===== src/rtl/mc_pkg.sv =====
// Shared definitions for the multicycle control unit: FSM state encoding,
// RV opcode constants, AluControl and AluSrcB encodings, immediate format
// selects and the funct-field to ALU-operation decoder used both at decode
// time (legality) and in the execute states (AluControl drive).
package mc_pkg;

  typedef enum logic [3:0] {
    S_IDLE,
    S_FETCH,
    S_DECODE,
    S_MEMADR,
    S_MEMREAD,
    S_MEMWB,
    S_MEMWRITE,
    S_EXEC_R,
    S_EXEC_I,
    S_ALUWB,
    S_BRANCH,
    S_ILLEGAL
  } state_t;

  localparam logic [6:0] OP_LOAD   = 7'b0000011;
  localparam logic [6:0] OP_STORE  = 7'b0100011;
  localparam logic [6:0] OP_RTYPE  = 7'b0110011;
  localparam logic [6:0] OP_ITYPE  = 7'b0010011;
  localparam logic [6:0] OP_BRANCH = 7'b1100011;

  localparam logic [3:0] ALU_ADD  = 4'd0;
  localparam logic [3:0] ALU_SUB  = 4'd1;
  localparam logic [3:0] ALU_AND  = 4'd2;
  localparam logic [3:0] ALU_OR   = 4'd3;
  localparam logic [3:0] ALU_XOR  = 4'd4;
  localparam logic [3:0] ALU_SLL  = 4'd5;
  localparam logic [3:0] ALU_SRL  = 4'd6;
  localparam logic [3:0] ALU_SRA  = 4'd7;
  localparam logic [3:0] ALU_SLT  = 4'd8;
  localparam logic [3:0] ALU_SLTU = 4'd9;

  localparam logic [1:0] SRCB_RS2  = 2'b00;
  localparam logic [1:0] SRCB_FOUR = 2'b01;
  localparam logic [1:0] SRCB_IMM  = 2'b10;

  typedef enum logic [1:0] {
    IMM_NONE,
    IMM_I,
    IMM_S,
    IMM_B
  } imm_fmt_t;

  typedef struct packed {
    logic       ok;
    logic [3:0] op;
  } alu_dec_t;

  // funct7[5] selects SUB/SRA for R-type; for I-type it only matters on
  // right shifts (addi has no subtract form). Any other R-type funct7[5]=1
  // combination has no ALU operation and is reported as not ok.
  function automatic alu_dec_t alu_decode(input logic is_r, input logic f7b5,
                                          input logic [2:0] f3);
    alu_dec_t d;
    d.ok = 1'b1;
    d.op = ALU_ADD;
    case (f3)
      3'b000:  d.op = (is_r && f7b5) ? ALU_SUB : ALU_ADD;
      3'b001:  d.op = ALU_SLL;
      3'b010:  d.op = ALU_SLT;
      3'b011:  d.op = ALU_SLTU;
      3'b100:  d.op = ALU_XOR;
      3'b101:  d.op = f7b5 ? ALU_SRA : ALU_SRL;
      3'b110:  d.op = ALU_OR;
      default: d.op = ALU_AND;
    endcase
    if (is_r && f7b5 && (f3 != 3'b000) && (f3 != 3'b101)) d.ok = 1'b0;
    return d;
  endfunction

endpackage


===== src/rtl/imm_gen.sv =====
// Immediate generator: extracts the I, S or B immediate from an instruction
// word and sign-extends it from bit 31 to XLEN. IMM_NONE yields zero.
//   instruction  in   32    raw instruction word
//   fmt          in   2     immediate format select
//   imm          out  XLEN  sign-extended immediate
module imm_gen
  import mc_pkg::*;
#(
  parameter int XLEN = 32
) (
  input  logic [31:0]     instruction,
  input  imm_fmt_t        fmt,
  output logic [XLEN-1:0] imm
);

  always_comb begin
    imm = '0;
    case (fmt)
      IMM_I:   imm = {{(XLEN-12){instruction[31]}}, instruction[31:20]};
      IMM_S:   imm = {{(XLEN-12){instruction[31]}}, instruction[31:25],
                      instruction[11:7]};
      IMM_B:   imm = {{(XLEN-13){instruction[31]}}, instruction[31],
                      instruction[7], instruction[30:25], instruction[11:8], 1'b0};
      default: imm = '0;
    endcase
  end

endmodule


===== src/rtl/multicycle_ctrl.sv =====
// Multicycle control unit for the RV32I/RV64I-subset core. A Moore FSM
// sequences fetch/decode/execute/memory/writeback, latches decoded fields
// and the sign-extended immediate at the end of DECODE, and drives every
// datapath mux select and write enable.
//   clk, reset          clock, asynchronous active-high reset
//   instruction         IR contents (valid from the cycle after IRWrite)
//   Cond_Chk            ALU zero flag, used only while in BRANCH
//   opcode..rd, Imm     latched instruction fields
//   IorD..AluControl    datapath controls (Moore, from state + latched fields)
//   PCEn                PC enable, includes conditional branch resolution
//   instr_done/illegal  one-cycle completion / illegal-instruction pulses
module multicycle_ctrl
  import mc_pkg::*;
#(
  parameter int XLEN       = 32,
  parameter int ALU_CTRL_W = 4
) (
  input  logic                  clk,
  input  logic                  reset,
  input  logic [31:0]           instruction,
  input  logic                  Cond_Chk,
  output logic [6:0]            opcode,
  output logic [2:0]            funct3,
  output logic [6:0]            funct7,
  output logic [4:0]            rs1,
  output logic [4:0]            rs2,
  output logic [4:0]            rd,
  output logic [XLEN-1:0]       Imm,
  output logic                  IorD,
  output logic                  MemWrite,
  output logic                  MtoR,
  output logic                  IRWrite,
  output logic                  RegWrite,
  output logic                  Branch,
  output logic                  PCWrite,
  output logic                  AluSrcA,
  output logic [1:0]            AluSrcB,
  output logic [ALU_CTRL_W-1:0] AluControl,
  output logic                  PCEn,
  output logic                  instr_done,
  output logic                  illegal
);

  state_t          state, state_nx;
  imm_fmt_t        fmt;
  logic [XLEN-1:0] imm_dec;
  alu_dec_t        dec_alu, exe_alu;

  // A 3-bit AluControl cannot express SLT/SLTU.
  function automatic logic fits(input logic [3:0] op);
    return (ALU_CTRL_W >= 4) || (op[3] == 1'b0);
  endfunction

  function automatic logic [ALU_CTRL_W-1:0] ctl(input logic [3:0] op);
    return op[ALU_CTRL_W-1:0];
  endfunction

  always_comb begin
    fmt = IMM_NONE;
    case (instruction[6:0])
      OP_LOAD, OP_ITYPE: fmt = IMM_I;
      OP_STORE:          fmt = IMM_S;
      OP_BRANCH:         fmt = IMM_B;
      default:           fmt = IMM_NONE;
    endcase
  end

  imm_gen #(.XLEN(XLEN)) u_imm_gen (
    .instruction (instruction),
    .fmt         (fmt),
    .imm         (imm_dec)
  );

  // Decode-time view uses the live IR for legality; execute-time view uses
  // the latched fields so AluControl stays a function of registered state.
  assign dec_alu = alu_decode(instruction[6:0] == OP_RTYPE, instruction[30],
                              instruction[14:12]);
  assign exe_alu = alu_decode(state == S_EXEC_R, funct7[5], funct3);

  always_ff @(posedge clk or posedge reset) begin
    if (reset) state <= S_IDLE;
    else       state <= state_nx;
  end

  always_ff @(posedge clk or posedge reset) begin
    if (reset) begin
      opcode <= '0;
      funct3 <= '0;
      funct7 <= '0;
      rs1    <= '0;
      rs2    <= '0;
      rd     <= '0;
      Imm    <= '0;
    end else if (state == S_DECODE) begin
      opcode <= instruction[6:0];
      funct3 <= instruction[14:12];
      funct7 <= instruction[31:25];
      rs1    <= instruction[19:15];
      rs2    <= instruction[24:20];
      rd     <= instruction[11:7];
      Imm    <= imm_dec;
    end
  end

  always_comb begin
    state_nx   = state;
    IorD       = 1'b0;
    MemWrite   = 1'b0;
    MtoR       = 1'b0;
    IRWrite    = 1'b0;
    RegWrite   = 1'b0;
    Branch     = 1'b0;
    PCWrite    = 1'b0;
    AluSrcA    = 1'b0;
    AluSrcB    = SRCB_RS2;
    AluControl = ctl(ALU_ADD);
    instr_done = 1'b0;
    illegal    = 1'b0;
    case (state)
      S_IDLE: state_nx = S_FETCH;
      S_FETCH: begin
        IRWrite  = 1'b1;
        AluSrcB  = SRCB_FOUR;
        PCWrite  = 1'b1;
        state_nx = S_DECODE;
      end
      S_DECODE: begin
        AluSrcB  = SRCB_IMM;
        state_nx = S_ILLEGAL;
        case (instruction[6:0])
          OP_LOAD, OP_STORE: state_nx = S_MEMADR;
          OP_RTYPE:  if (dec_alu.ok && fits(dec_alu.op)) state_nx = S_EXEC_R;
          OP_ITYPE:  if (dec_alu.ok && fits(dec_alu.op)) state_nx = S_EXEC_I;
          OP_BRANCH: if (instruction[14:13] == 2'b00) state_nx = S_BRANCH;
          default:   state_nx = S_ILLEGAL;
        endcase
      end
      S_MEMADR: begin
        AluSrcA  = 1'b1;
        AluSrcB  = SRCB_IMM;
        state_nx = (opcode == OP_STORE) ? S_MEMWRITE : S_MEMREAD;
      end
      S_MEMREAD: begin
        IorD     = 1'b1;
        state_nx = S_MEMWB;
      end
      S_MEMWB: begin
        RegWrite   = 1'b1;
        MtoR       = 1'b1;
        instr_done = 1'b1;
        state_nx   = S_FETCH;
      end
      S_MEMWRITE: begin
        IorD       = 1'b1;
        MemWrite   = 1'b1;
        instr_done = 1'b1;
        state_nx   = S_FETCH;
      end
      S_EXEC_R, S_EXEC_I: begin
        AluSrcA    = 1'b1;
        AluSrcB    = (state == S_EXEC_R) ? SRCB_RS2 : SRCB_IMM;
        AluControl = ctl(exe_alu.op);
        state_nx   = S_ALUWB;
      end
      S_ALUWB: begin
        RegWrite   = 1'b1;
        instr_done = 1'b1;
        state_nx   = S_FETCH;
      end
      S_BRANCH: begin
        AluSrcA    = 1'b1;
        AluControl = ctl(ALU_SUB);
        Branch     = 1'b1;
        instr_done = 1'b1;
        state_nx   = S_FETCH;
      end
      S_ILLEGAL: begin
        illegal    = 1'b1;
        instr_done = 1'b1;
        state_nx   = S_FETCH;
      end
      default: state_nx = S_IDLE;
    endcase
  end

  // funct3[0] distinguishes bne from beq, inverting the taken condition.
  assign PCEn = PCWrite | (Branch & (Cond_Chk ^ funct3[0]));

endmodule


===== config.mk =====
export PLATFORM = sky130hd
export DESIGN_NAME = multicycle_ctrl
export DESIGN_NICKNAME = d
export VERILOG_FILES = /design/src/rtl/mc_pkg.sv /design/src/rtl/imm_gen.sv /design/src/rtl/multicycle_ctrl.sv
export SDC_FILE = /design/constraint.sdc
export NUM_CORES = 1
export LEC_CHECK = 0
export CORE_UTILIZATION = 45
export CTS_CLUSTER_DIAMETER = 120
export CTS_CLUSTER_SIZE = 8
export DETAILED_ROUTE_END_ITERATION = 16
export PLACE_DENSITY = 0.78
export RECOVER_POWER = 25
export SETUP_SLACK_MARGIN = 0.1
export SYNTH_ARGS = -nofsm -noshare
export SYNTH_HDL_FRONTEND = slang
export SYNTH_HIERARCHICAL = 1
export SYNTH_SLANG_ARGS = --single-unit

===== constraint.sdc =====
create_clock -name clk -period 2.5 [get_ports clk]
set_clock_uncertainty 0.05 [all_clocks]
set_input_delay 0.5 -clock clk [delete_from_list [all_inputs] [get_ports clk]]
set_output_delay 0.5 -clock clk [all_outputs]
set_load 0.01 [all_outputs]

==> flow_metrics.py <==
metrics = {
    "worst_setup_path": {
        "startpoint_type": "flip-flop",
        "r2r_setup_slack_ns": 0.65,
        "critPathCaptureType": "output pin",
        "cp.arrival_ns": 1.86,
        "required_ns": 1.95,
        "r2r-start": "state[0]",
        "r2r_cells": 6,
        "cp_max_fo": 6,
        "r2r-end": "state[2]",
        "path_class": "reg2out",
    },
    "sta": {
        "setup_violations": 0,
        "max_freq_ghz": 0.415,
        "fin_ws_ns": 0.0917,
        "min_period_over_period": 0.963,
        "holdWs_ns": 0.437,
        "finalHoldViolations": 0,
        "drv_slew": 0,
        "period_needed_ns": 2.41,
        "tightest_slew_ns": 0.907,
        "slew_headroom": 0.394,
        "rsz0062_at_grt": "yes",
    },
    "power_and_ir_drop": {
        "p_sw_frac": 0.321,
        "vdd_drop_max_uv": 612,
        "comb_power_share": 0.448,
        "seq_power_share": 0.348,
        "p_leak_uw": 0.00205,
        "p_per_area_mw_per_mm2": 1060,
        "power_frac_clock": 0.204,
        "p_sw_uw": 1590,
        "p_int_uw": 3380,
    },
    "route": {
        "drt_wl_total_um": 7180,
        "drtPass1Iterations": 4,
        "initialDrtViolationCount": 97,
        "drc": 0,
        "post_drt_wl_per_cell_um": 15.3,
        "routed_via_density": 4.93,
        "ant_nets": 0,
        "num_vias": 2319,
    },
    "cts": {
        "path_clk_slew_ns": 0.07,
        "clock_sinks": 68,
        "cts_tree": "yes",
        "cts_buffer_depth": 2,
        "numCtsBuffers": 9,
        "insertion_delay_ns": 0.33,
        "root_buffer": "clkbuf_8",
        "htree_levels": 3,
    },
    "synthesis": {
        "syn_avg_cell_area_sq_um": 12.6,
        "seq_area_frac_synth": 0.531,
        "ys_types": 39,
        "yosys.area_share.simple": 0.101,
        "synthMuxAreaShare": 0.221,
        "synth_top_family_by_area": "multiplexers",
        "synth_compound_area_frac": 0.0590,
        "synth_xor_xnor_area_share": 0.00547,
        "synth_fa_ha_area_frac": 0.00312,
        "yosys_warnings": 6,
        "syn_inst": 254,
        "synth_nets": 289,
        "synth_area_sq_mm": 0.00320,
        "ys_ff_latch": 68,
    },
    "cells_and_area": {
        "layout-drive-gt1-share": 0.243,
        "fillers": 530,
        "diodes": 0,
        "instances_no_fill": 470,
        "area_growth_pct": 46.6,
        "fin_nets": 404,
    },
    "die": {
        "die_area_sq_mm": 0.00746,
        "core_sq_mm": 0.00683,
        "die_w_um": 86.4,
        "die_h_um": 86.4,
        "rows": 30,
        "boundaryPins": 116,
        "start_util": 0.469,
    },
    "worst_hold_path": {
        "hold_path.class": "reg2reg",
        "whs_path_depth": 1,
        "worstHoldStart": "rd[4]",
        "hold_path_end": "rd[4]",
    },
    "global_routing": {
        "grt_pass1_wl_um": 11500,
        "grt_pass1_vias": 2318,
        "grtUsageTotal": 0.201,
        "overflow": 0,
        "antenna_found_initial": 0,
        "grt_max_degree": 68,
    },
    "placement": {
        "dp_slack_ns": -0.174,
        "place_inst": 449,
        "port-buffer-count": 115,
        "hpwl_um": 4930,
        "gp_congestion": 0.797,
    },
    "outcome": {
        "status": "complete, no violations",
    },
    "run": {
        "maxCapViolCount": 0,
    },
}
[cells by family (layout without fill, tap and decap cells)]
kind of cell / Yosys count / in the layout
muxes: 63 / 63
xor gates and xnor gates: 2 / 2
buffers and inverters: 37 / 157
adders and majority gates: 1 / 1
AOI/OAI and AO/OA: 27 / 27
DFF: 68 / 68
and+or+nand+nor: 56 / 56
[critical path, cell delays in order (launching register included)]
cell	delay (ns)
dfrtp_2	0.46
buf_4	0.15
nand2b_4	0.15
nor2_2	0.12
a21o_1	0.11
clkdlybuf4s50_1	0.52
[cell usage after synthesis]
cell       number  area share
dfrtp_1        68        0.53
mux2_2         36        0.13
mux2_1         27       0.095
buf_4          22       0.052
nor2_1         14       0.016
nor2b_1        11       0.021
o21ai_0        10       0.016
nand2_1         9       0.011
buf_2           7       0.011
a22o_1          5       0.014
inv_1           5      0.0059
nor3_1          5      0.0078
a21oi_1         3      0.0047
buf_6           3       0.011
and2_1          2      0.0039
nand2b_1        2      0.0039
nor3b_1         2      0.0047
xor2_1          2      0.0055
a21boi_0        1      0.0023
a21o_1          1      0.0023
a311o_1         1      0.0031
a31oi_1         1      0.0020
and2_0          1      0.0020
and3b_1         1      0.0027
maj3_1          1      0.0031
nand2b_4        1      0.0043
nand3b_1        1      0.0023
nand4bb_1       1      0.0035
nor2_2          1      0.0020
nor2b_2         1      0.0027
nor3_4          1      0.0051
nor4b_1         1      0.0027
o211ai_1        1      0.0023
o221a_2         1      0.0035
o22ai_1         1      0.0020
o31ai_1         1      0.0023
o32ai_2         1      0.0051
or2_2           1      0.0020
or4b_2          1      0.0031
[registers in the layout, summed over array words and instances (netlist names)]
name	count
rd	5
Imm	32
funct3	3
funct7	7
state	4
opcode	7
rs2	5
rs1	5
[metal layers]
| metal | part of all wire | GRT usage | vias to the layer above |
|---|---|---|---|
| li1 | - | - | 1097 |
| met1 | 0.43 | 0.267 | 1130 |
| met2 | 0.49 | 0.318 | 80 |
| met3 | 0.051 | 0.0381 | 12 |
| met4 | 0.022 | 0.0970 | 0 |
| met5 | 0 | 0 | - |
[layout make-up]
type,count,area [sq um],area share
tap,96,120,0.0256
timing repair buffer,136,1330,0.284
clock inverter,5,85.1,0.0181
inverter,5,18.8,0.00399
clock buffer,11,141,0.0301
multi-input combinational,149,1290,0.275
sequential,68,1710,0.364
[through the flow]
stage	total power (uW)	utilization	setup TNS [ns]	instance area, sq um
2_1_floorplan	2800	-	0	3210
3_3_place_gp	3830	0.644	-0.114	4400
3_5_place_dp	3880	0.644	-0.652	4400
4_1_cts	4980	0.686	0	4690
5_1_grt	5240	0.688	0	4700
6_report	4970	0.688	0	4700
[how the worst max path moves through the flow]
stage	startpoint	slack (ns)	cells past startpoint	endpoint
after global placement	instruction[3]	-0.10	8	Imm[11]
after floorplan	instruction[3]	0.15	8	Imm[13]
final	state[0]	0.09	5	PCEn
after detailed placement	instruction[3]	-0.17	8	Imm[11]
after CTS	state[0]	0.05	5	PCEn
after global routing	state[0]	0.02	5	PCEn
[power by group through the flow]
| stage | combinational [uW] | sequential [uW] | clock [uW] |
|---|---|---|---|
| after floorplan | 955 | 1840 | 0 |
| after global placement | 2100 | 1730 | 0 |
| after detailed placement | 2130 | 1750 | 0 |
| after CTS | 2220 | 1730 | 1030 |
| after global routing | 2380 | 1780 | 1080 |
| final | 2230 | 1730 | 1010 |
[what timing repair did]
| action | CTS | global route |
|---|---|---|
| setup endpoints to repair | 9 | 14 |
| hold buffers | 0 | 0 |
| gates resized for setup | 13 | 7 |
| buffers inserted | 5 | 0 |
[placed cells by master (no fill, tap or decap), types with 2 or more instances in the layout]
cell type	instances
nor3_4	2
clkbuf_8	10
and2_1	2
mux2_1	27
dlygate4sd2_1	4
nor2b_2	2
a21oi_1	3
dlymetal6s2s_1	2
dfrtp_2	5
bufinv_16	2
xor2_1	2
nor2b_1	10
clkdlybuf4s50_1	108
dfrtp_1	63
o21ai_0	9
nor2_2	3
buf_12	2
nor2_1	11
mux2_2	36
nand2b_1	2
a22o_1	5
clkinv_4	2
nor3b_1	2
buf_4	18
inv_1	5
nand2_1	9
nor3_1	4
Power figures use the tool's default switching activity.
